`config.mk`:
```
export PLATFORM = sky130hd
export DESIGN_NAME = b_cascade_out
export DESIGN_NICKNAME = d
export VERILOG_FILES = /design/src/rtl/dsp_pkg.sv /design/src/rtl/reg_bypass_stage.sv /design/src/rtl/b_cascade_out.sv
export SDC_FILE = /design/constraint.sdc
export NUM_CORES = 1
export LEC_CHECK = 0
export ABC_AREA = 1
export CAP_MARGIN = 20
export CORE_ASPECT_RATIO = 1.75
export CORE_MARGIN = 3
export CORE_UTILIZATION = 30
export CTS_CLUSTER_DIAMETER = 30
export DETAILED_ROUTE_END_ITERATION = 8
export MAX_ROUTING_LAYER = met4
export SLEW_MARGIN = 20
export SYNTH_ARGS = -nofsm -noshare
export SYNTH_HDL_FRONTEND = slang
export SYNTH_SLANG_ARGS = --single-unit
```
`constraint.sdc`:
```
create_clock -name CLK -period 5.3 [get_ports CLK]
set_input_delay 0.795 -clock CLK [delete_from_list [all_inputs] [get_ports CLK]]
set_output_delay 0.795 -clock CLK [all_outputs]
set_load 0.03 [all_outputs]
```
`src/rtl/dsp_pkg.sv`:
```
// dsp_pkg: operand widths and OPMODE bit positions shared by the DSP slice
// B/D-path blocks, plus the pre-adder/subtractor as a single helper function.
package dsp_pkg;

  localparam int B_WIDTH = 18;
  localparam int D_WIDTH = 18;

  // Bit positions within the 2-bit OPMODE field seen by the B path.
  localparam int OPM_PREADD_SUB = 1;  // 0 = add, 1 = subtract
  localparam int OPM_PREADD_EN  = 0;  // 0 = bypass pre-adder, 1 = use it

  // Pre-adder result. Arithmetic wraps modulo 2^B_WIDTH: the carry/borrow
  // out of the top bit is discarded, and there is no saturation.
  function automatic logic [B_WIDTH-1:0] preadd(
    input logic [1:0]         opmode,
    input logic [D_WIDTH-1:0] d,
    input logic [B_WIDTH-1:0] b
  );
    logic [B_WIDTH-1:0] r;
    r = b;
    if (opmode[OPM_PREADD_EN]) begin
      if (opmode[OPM_PREADD_SUB]) r = d - b;
      else                        r = d + b;
    end
    return r;
  endfunction

endpackage

```
`src/rtl/reg_bypass_stage.sv`:
```
// reg_bypass_stage: one pipeline stage that is either a clock-enabled
// register with synchronous active-high reset (REG != 0) or a plain wire
// (REG == 0).
// Ports:
//   CLK  - clock, rising edge
//   RSTB - synchronous reset, active high, priority over CE
//   CE   - clock enable; register holds when low
//   d    - stage input
//   q    - stage output
module reg_bypass_stage #(
  parameter int WIDTH = 1,
  parameter int REG   = 1
) (
  input  logic             CLK,
  input  logic             RSTB,
  input  logic             CE,
  input  logic [WIDTH-1:0] d,
  output logic [WIDTH-1:0] q
);

  if (REG != 0) begin : g_reg
    always_ff @(posedge CLK) begin
      if (RSTB)    q <= '0;
      else if (CE) q <= d;
    end
  end else begin : g_bypass
    // Clock, reset and enable have no effect on a bypassed stage.
    logic unused_ok;
    assign unused_ok = ^{CLK, RSTB, CE};
    assign q = d;
  end

endmodule

```
`src/rtl/b_cascade_out.sv`:
```
// b_cascade_out: transmitting end of the DSP slice B-input cascade link.
// The selected B operand and the D operand pass through the optional B0/D
// registers and the optional pre-adder/subtractor. The result then passes
// through the optional B1 register and drives both BCOUT (next slice) and
// B_MULT (local multiplier).
// Ports:
//   CLK, RSTB        - clock and synchronous active-high reset
//   B_IN, D          - B operand and pre-adder operand
//   CEB, CED         - enables for B0/B1 (and valid bits) and for D
//   OPMODE[1:0]      - [1] add/subtract, [0] use pre-adder
//   VALID_IN         - B_IN holds a live sample this cycle
//   BCOUT, B_MULT    - stage B1 result (identical values)
//   BVALID           - BCOUT/B_MULT hold a live sample
//
// Valid semantics: VALID_IN/BVALID are valid-only qualifiers with no ready
// or backpressure. A sample advances one registered stage on every clock
// edge where CEB is high. While CEB is low every registered stage holds
// both its data and its valid bit. A VALID_IN presented while CEB is low
// is dropped.
module b_cascade_out
  import dsp_pkg::*;
#(
  parameter int B0REG = 1,
  parameter int DREG  = 1,
  parameter int B1REG = 1
) (
  input  logic               CLK,
  input  logic               RSTB,
  input  logic [B_WIDTH-1:0] B_IN,
  input  logic [D_WIDTH-1:0] D,
  input  logic               CEB,
  input  logic               CED,
  input  logic [1:0]         OPMODE,
  input  logic               VALID_IN,
  output logic [B_WIDTH-1:0] BCOUT,
  output logic [B_WIDTH-1:0] B_MULT,
  output logic               BVALID
);

  logic [B_WIDTH-1:0] b0;
  logic [D_WIDTH-1:0] d0;
  logic [B_WIDTH-1:0] p;
  logic [B_WIDTH-1:0] b1;
  logic               v0;
  logic               v1;

  reg_bypass_stage #(.WIDTH(B_WIDTH), .REG(B0REG)) u_b0 (
    .CLK(CLK), .RSTB(RSTB), .CE(CEB), .d(B_IN), .q(b0)
  );

  reg_bypass_stage #(.WIDTH(1), .REG(B0REG)) u_v0 (
    .CLK(CLK), .RSTB(RSTB), .CE(CEB), .d(VALID_IN), .q(v0)
  );

  reg_bypass_stage #(.WIDTH(D_WIDTH), .REG(DREG)) u_d (
    .CLK(CLK), .RSTB(RSTB), .CE(CED), .d(D), .q(d0)
  );

  // OPMODE is applied combinationally, so it acts on whatever b0/d0 hold
  // in the cycle before B1 captures.
  assign p = preadd(OPMODE, d0, b0);

  reg_bypass_stage #(.WIDTH(B_WIDTH), .REG(B1REG)) u_b1 (
    .CLK(CLK), .RSTB(RSTB), .CE(CEB), .d(p), .q(b1)
  );

  reg_bypass_stage #(.WIDTH(1), .REG(B1REG)) u_v1 (
    .CLK(CLK), .RSTB(RSTB), .CE(CEB), .d(v0), .q(v1)
  );

  assign BCOUT  = b1;
  assign B_MULT = b1;
  assign BVALID = v1;

endmodule
```
* Word level (Yosys, flattened, before mapping)
Cells that the tools add are included.
Word-level totals: flip-flop bits (word level) 56, input bits 43, logic and storage cells 9
Operators by class: add/sub/neg operators 2, multiplexer cells 2
Operator list (count):
- $mux W18 | 2
- $add A18 B18 Y18 | 1
- $sub A18 B18 Y18 | 1

* Depth between registers and ports, before layout
Gate-level depths: netlist (run 1).
word-level depth 3, mapped depth 21, gate-level depth less buffers 21

* Cells and area by module
From an unflattened synthesis (run 1), not the netlist that was laid out.
Unflattened totals: cells, all modules 672, area, all modules 4112.7 um2
Modules (own cells, without submodules):
- reg_bypass_stage (u_b0 ...) | times used 3, cells an instance 114, area each 759.5 um2, seq. area each 360.3 um2
- b_cascade_out | times used 1, cells an instance 316, area each 1744.2 um2, seq. area each 0.0 um2
- reg_bypass_stage (u_v0 ...) | times used 2, cells an instance 7, area each 45.0 um2, seq. area each 20.0 um2

* Worst setup path after synthesis (run 1)
Ideal clock, no wire load.
path type input -> register, start in OPMODE[1], end reg u_b1.q[15], library setup time 0.141 ns, arrival 2.602 ns, data required time 5.159 ns, setup slack 2.557 ns, stages on the path 17, buffers on the path 1, cell sequence buf_2 > o21a_4 > o21ai_2 > nor2_4 > nand2_1 > xor2_1 > inv_1 > ha_1 > inv_1 > o21bai_1 > o21bai_1 > a21oi_1 > nand2_1 > nand2_1 > nand3_1 > nand2_1 > a21oi_1
Between the ends: cells in the longest elaborated chain, start to end 2
Ends and longest elaborated chain:
- from (decl) | RTL line b_cascade_out.sv:33 | input logic [1:0] OPMODE,
- $mux W18 | RTL line dsp_pkg.sv:22 | if (opmode[OPM_PREADD_SUB]) r = d - b;
- $mux W18 | RTL line dsp_pkg.sv:21 | if (opmode[OPM_PREADD_EN]) begin
- to (signal assigned) | RTL line reg_bypass_stage.sv:23 | if (RSTB) q <= '0;
- to (signal assigned) | RTL line reg_bypass_stage.sv:24 | else if (CE) q <= d;
- to (decl) | RTL line reg_bypass_stage.sv:18 | output logic [WIDTH-1:0] q
Every way passes these cells. A chain may end at the register's enable or synchronous reset.

* Worst setup path after layout (run 1)
Same ends and word-level chain as after synthesis.

==> results of run 1 <==
cell families (layout without fill, tap and decap cells):
logic type,Yosys count,in the layout,share of synthesized area
AO/OA/AOI/OAI,137,137,0.212
XOR/XNOR,23,23,0.0550
adder cells (fa/ha/maj),19,19,0.0670
buffers and inverters,96,145,0.121
AND/OR/NAND/NOR,198,198,0.239
flip-flops,56,56,0.306
path summary, 6_finish.rpt:
path / slack (ps) / to / cells past startpoint
hold / removal: 480 / u_b1.q[8] / 2
setup reg to reg: 2300 / u_b1.q[15] / 20
hold reg to reg: 480 / u_b1.q[8] / 2
setup / recovery: 1550 / u_b1.q[15] / 19
sequential cells by signal (all words and copies together) (netlist names):
name and flops:
u_v0.q 1, u_b1.q 18, u_v1.q 1, u_b0.q 18
u_d.q 18
metal layers:
layer  vias to the layer above  global-route usage  wire length, um
met2                        68               0.324             6410
met1                      1567               0.173             4000
met3                        13              0.0141              196
li1                       1800                   -                -
met5                         -                   -                0
met4                         0              0.0632              327
worst max-delay path, stage by stage:
cell and delay [ps]:
clkdlybuf4s50_1 720, inv_1 240, o21ai_2 140, o21a_4 170, o21ai_2 90, nor2_4 110, nand2_1 70, xor2_1 120
inv_1 50, ha_1 350, inv_1 120, o21bai_1 110, o21bai_1 190, a21oi_1 190, nand2_1 120, nand2_1 70
nand3_1 70, nand2_1 90, a21oi_1 50
cells in the mapped netlist (2+ instances only):
cell type / count / area, um^2
buf_4: 21 / 158
a21oi_1: 53 / 265
o211ai_1: 3 / 22.5
nand3_1: 22 / 110
nor2_2: 5 / 31.3
buf_2: 2 / 10.0
clkbuf_1: 15 / 56.3
inv_1: 47 / 176
xor2_1: 20 / 175
o21ai_1: 6 / 30.0
nor2_1: 67 / 251
ha_1: 18 / 225
nand2_1: 78 / 293
dfxtp_1: 56 / 1120
clkinv_1: 3 / 11.3
a21oi_2: 10 / 87.6
nand3_2: 2 / 20.0
o21bai_1: 3 / 22.5
nor3_1: 3 / 15.0
o21ai_0: 51 / 255
nor2_4: 2 / 22.5
xnor2_1: 3 / 26.3
nand2_2: 15 / 93.8
a21o_1: 5 / 37.5
o21ai_2: 2 / 17.5
inv_2: 7 / 26.3
power by group through the flow:
stage | Sequential [mW] | Combinational [mW] | Clock [mW]
floorplan | 0.508 | 0.347 | 0
global placement | 0.491 | 0.532 | 0
detailed placement | 0.492 | 0.533 | 0
CTS | 0.482 | 0.536 | 0.395
global route | 0.485 | 0.588 | 0.407
finish | 0.481 | 0.530 | 0.387
area by class of cell:
cell class,instances,share of cell area
multi-input combinational,377,0.456
sequential,56,0.244
tap,162,0.0440
inverter,57,0.0465
timing repair buffer,80,0.173
clock buffer,6,0.0280
clock inverter,2,0.00843
per-stage QoR:
| step | area (um^2) | worst slack (ps) | utilization | power [mW] | instances |
|---|---|---|---|---|---|
| floorplan | 3660 | 2560 | - | 0.856 | 529 |
| global placement | 4430 | 1320 | 0.377 | 1.02 | 732 |
| detailed placement | 4430 | 1200 | 0.377 | 1.03 | 732 |
| CTS | 4600 | 1530 | 0.391 | 1.41 | 740 |
| global route | 4600 | 1210 | 0.391 | 1.48 | 740 |
| finish | 4600 | 1550 | 0.391 | 1.40 | 740 |
==> impl_results.md, run 1 <==
- WL/cell: 14.8 um
- Multi-input logic area: 0.00210 mm^2
- Post-DP HPWL: 8900 um
- DR DRC count: 0
- YS warnings: 0
- # hold bufs at CTS: 0
- Post-CTS Setup Inserts: 0
- Die Y: 152 um
- Pleak: 1.99 nW
- FF+latch area: 0.00112 mm^2
- CTS resizes: 0
- Worst setup startpoint: OPMODE[1]
- Fraction of layout cells with a size suffix above 1: 0.0934
- Start of the worst register-to-register path: u_b0.q[1]
- Net Sw Frac: 0.370
- I/O pins: 80
- Die Width: 89.5 um
- Max cap viols: 0
- Antenna Cells: 0
- Switch Pwr: 0.517 mW
- Die Area: 0.0136 mm^2
- Required time of the critical path: 5460 ps
- Worst-path clk slew: 80 ps
- Internal power: 0.880 mW
- RSZ-0062 raised after global routing: false
- First-pass GRT wire length: 17500 um
- Number of buffers created by CTS: 5
- Final Hold Vio Count: 0
- Clock root cell: clkbuf_16
- Worst Path Class, Setup: primary input to flop
- Core area: 0.0118 mm^2
- Syn Inst Count: 529
- Most frequent cells in the layout: clkdlybuf4s50_1, nand2_1, nor2_1
- Period utilisation layout: 0.708
- Synth cell types: 36
- Critical-path maximum fanout: 11
- Post-synth top flop: dfxtp_1
- Rel. slew slack: 0.308
- Initial antenna violation count: 0
- Tightest Hold Check Type: flop to flop
- Num rows: 52
- 1st-iter DRT viols: 136
- GRT Resource Usage Total: 0.171
- Drt via density: 4.66
- Gate power share: 0.379
- # clock sinks: 56
- Post-synth EDFFs: 0
- Largest net degree at the start of global routing: 44
- Crit path DAT: 3910 ps
- Setup Skew: 4.81 ps
- Max clock buf depth: 2
- CP startpoint kind: primary input
- Setup TNS: 0 ps
- Worst-Margin Slew: 1030 ps
- Final ANT Viol Nets: 0
- Fill count: 1246
- TritonCTS clock tree: yes
- Post-synthesis cell area: 0.00366 mm^2
- Total gr overflow: 0
- FF+latch count, synth: 56
- DR vias: 3448
- Power Density: 304 mW/mm^2
- Highest clock rate: 266 MHz
- Async S/R FF share, synth: 0
- Post-synthesis sequential area ratio: 0.306
- Gpl congestion: 0.961
- WHS: 484 ps
- I/O Buffers: 79
- Drt first pass iters: 4
- Setup Viol. Count Final: 0
- VDD IR max: 0.179 mV
- Most common cell after layout, fill and taps aside: clkdlybuf4s50_1
- Nature of the critical path endpoint: flop
- Routed WL: 10900 um
- H-tree depth: 2
- Sequential share of power: 0.344
- Slew Limit Fails: 0
- Area Growth Syn to Fin: 25.7%
- Initial Util: 0.311
- Syn_area_per_cell: 6.92 um^2
- Status: completed
- Min Clock Period, post-route: 3750 ps
- Hold path start: u_b1.q[8]
- Worst skew pair latency: 300 ps
- Post-synthesis net count: 591
- Vias in the first global route: 3455
- Post-layout nets: 639
- Clock power frac: 0.277
(Power assumes the default switching activity.)
==> inputs of run 2 (changes only) <==
==> constraint.sdc (replaced) <==
create_clock -name CLK -period 3.3 [get_ports CLK]
set_input_delay 0.495 -clock CLK [delete_from_list [all_inputs] [get_ports CLK]]
set_output_delay 0.495 -clock CLK [all_outputs]
set_load 0.03 [all_outputs]
==> impl_results.md, run 2 (synthesis results as in run 1) <==
- Crit path DAT: 3210 ps
- Setup TNS: 0 ps
- Worst skew pair latency: 300 ps
- H-tree depth: 2
- Num rows: 52
- Multi-input logic area: 0.00210 mm^2
- First-pass GRT wire length: 18300 um
- Total gr overflow: 0
- Max clock buf depth: 2
- Area Growth Syn to Fin: 28.1%
- RSZ-0062 raised after global routing: false
- Core area: 0.0118 mm^2
- Antenna Cells: 0
- WL/cell: 15.2 um
- Min Clock Period, post-route: 2970 ps
- DR DRC count: 0
- Die Width: 89.5 um
- Top Registers: u_b0.q x18, u_b1.q x18, u_d.q x18
- CP startpoint kind: primary input
- # clock sinks: 56
- VDD IR max: 0.239 mV
- Critical-path maximum fanout: 10
- Clock root cell: clkbuf_16
- Max cap viols: 0
- WHS: 485 ps
- Setup Skew: 3.48 ps
- Initial antenna violation count: 0
- Initial Util: 0.311
- Pre-CTS setup slack: -2.93 ps
- Number of buffers created by CTS: 5
- Internal power: 1.46 mW
- Drt via density: 4.77
- # hold bufs at CTS: 0
- Final ANT Viol Nets: 0
- Required time of the critical path: 3540 ps
- Worst Path Class, Setup: primary input to flop
- Highest clock rate: 336 MHz
- Rel. slew slack: 0.571
- Period utilisation layout: 0.901
- Final Hold Vio Count: 0
- TritonCTS clock tree: yes
- Fraction of layout cells with a size suffix above 1: 0.108
- CTS resizes: 0
- Worst-Margin Slew: 643 ps
- I/O pins: 80
- Final core utilization: 0.398
- Clock power frac: 0.287
- Setup Viol. Count Final: 0
- Die Area: 0.0136 mm^2
- Post-layout nets: 647
- FF+latch area: 0.00112 mm^2
- Gate power share: 0.376
- Routed WL: 11400 um
- Sequential share of power: 0.337
- Slew Limit Fails: 0
- Die Y: 152 um
- Tightest Hold Check Type: flop to flop
- DR vias: 3567
- Net Sw Frac: 0.361
- Vias in the first global route: 3649
- Worst-path clk slew: 70 ps
- Drt first pass iters: 4
- I/O Buffers: 79
- 1st-iter DRT viols: 222
- Post-DP HPWL: 9310 um
- Switch Pwr: 0.827 mW
- Power Density: 488 mW/mm^2
- Post-CTS Setup Inserts: 0
- Largest net degree at the start of global routing: 61
- Status: completed
- Most frequent cells in the layout: clkdlybuf4s50_1, nand2_1, nor2_1
- Pleak: 2.05 nW
- Fill count: 1232
- Pwr Total: 2.29 mW
- Most common cell after layout, fill and taps aside: clkdlybuf4s50_1
- Nature of the critical path endpoint: flop
- GRT Resource Usage Total: 0.181
- Final setup margin: 327 ps
- Gpl congestion: 0.978
[run 2: cell count changes in the layout (fill, tap and decap cells not counted)]
cell and change:
clkinv_1 -1, clkbuf_1 -1, buf_12 +1, inv_1 +1, buf_4 +7, inv_6 -1, clkbuf_8 +2
[run 2: metrics by stage]
stage | instance area (um^2) | cells
3_5_place_dp | 4510 | 740
4_1_cts | 4690 | 748
5_1_grt | 4690 | 748
2_1_floorplan | 3660 | 529
6_report | 4690 | 748
3_3_place_gp | 4510 | 740
[run 2: path summary, 6_finish.rpt]
check                                 from          to  slack [ps]  depth (start not counted)
worst max-delay path             OPMODE[1]  u_b1.q[17]         330                         16
worst min-delay path            u_b1.q[15]  u_b1.q[15]         480                          2
worst max register to register   u_b0.q[1]  u_b1.q[17]         330                         18
worst min register to register  u_b1.q[15]  u_b1.q[15]         480                          2
[run 2: worst max-delay path, cell delays in order]
cell and delay [ps]:
clkdlybuf4s50_1 490, buf_4 180, o21a_4 160, o21ai_2 100
nor2_4 110, xor2_1 270, ha_1 360, a21oi_1 270
o21ai_1 170, nand2_1 90, nand2_1 70, a21oi_1 120
nand2_1 70, nand3_1 80, nand2_1 70, a21oi_2 100
[run 2: power by group through the flow]
| stage | Clock (mW) | Combinational (mW) | Sequential (mW) |
|---|---|---|---|
| final | 0.657 | 0.861 | 0.773 |
| after global routing | 0.686 | 0.950 | 0.780 |
| after global placement | 0 | 0.863 | 0.790 |
| after floorplan | 0 | 0.558 | 0.816 |
| after CTS | 0.671 | 0.869 | 0.775 |
| after detailed placement | 0 | 0.864 | 0.790 |
[run 2: layout make-up]
cell class / instances / area share
Sequential cell: 56 / 0.239
Inverter: 57 / 0.0456
Clock buffer: 7 / 0.0326
Timing Repair Buffer: 88 / 0.186
Tap cell: 162 / 0.0432
Clock inverter: 1 / 0.00640
Multi-Input combinational cell: 377 / 0.447
[run 2: per-layer routing]
metal / global-route usage / part of all wire / vias to the layer above / routed length [um]
li1: - / - / 1821 / -
met1: 0.175 / 0.34 / 1633 / 3910
met2: 0.340 / 0.58 / 88 / 6640
met3: 0.0179 / 0.031 / 25 / 350
met4: 0.0830 / 0.043 / 0 / 495
met5: - / 0 / - / 0
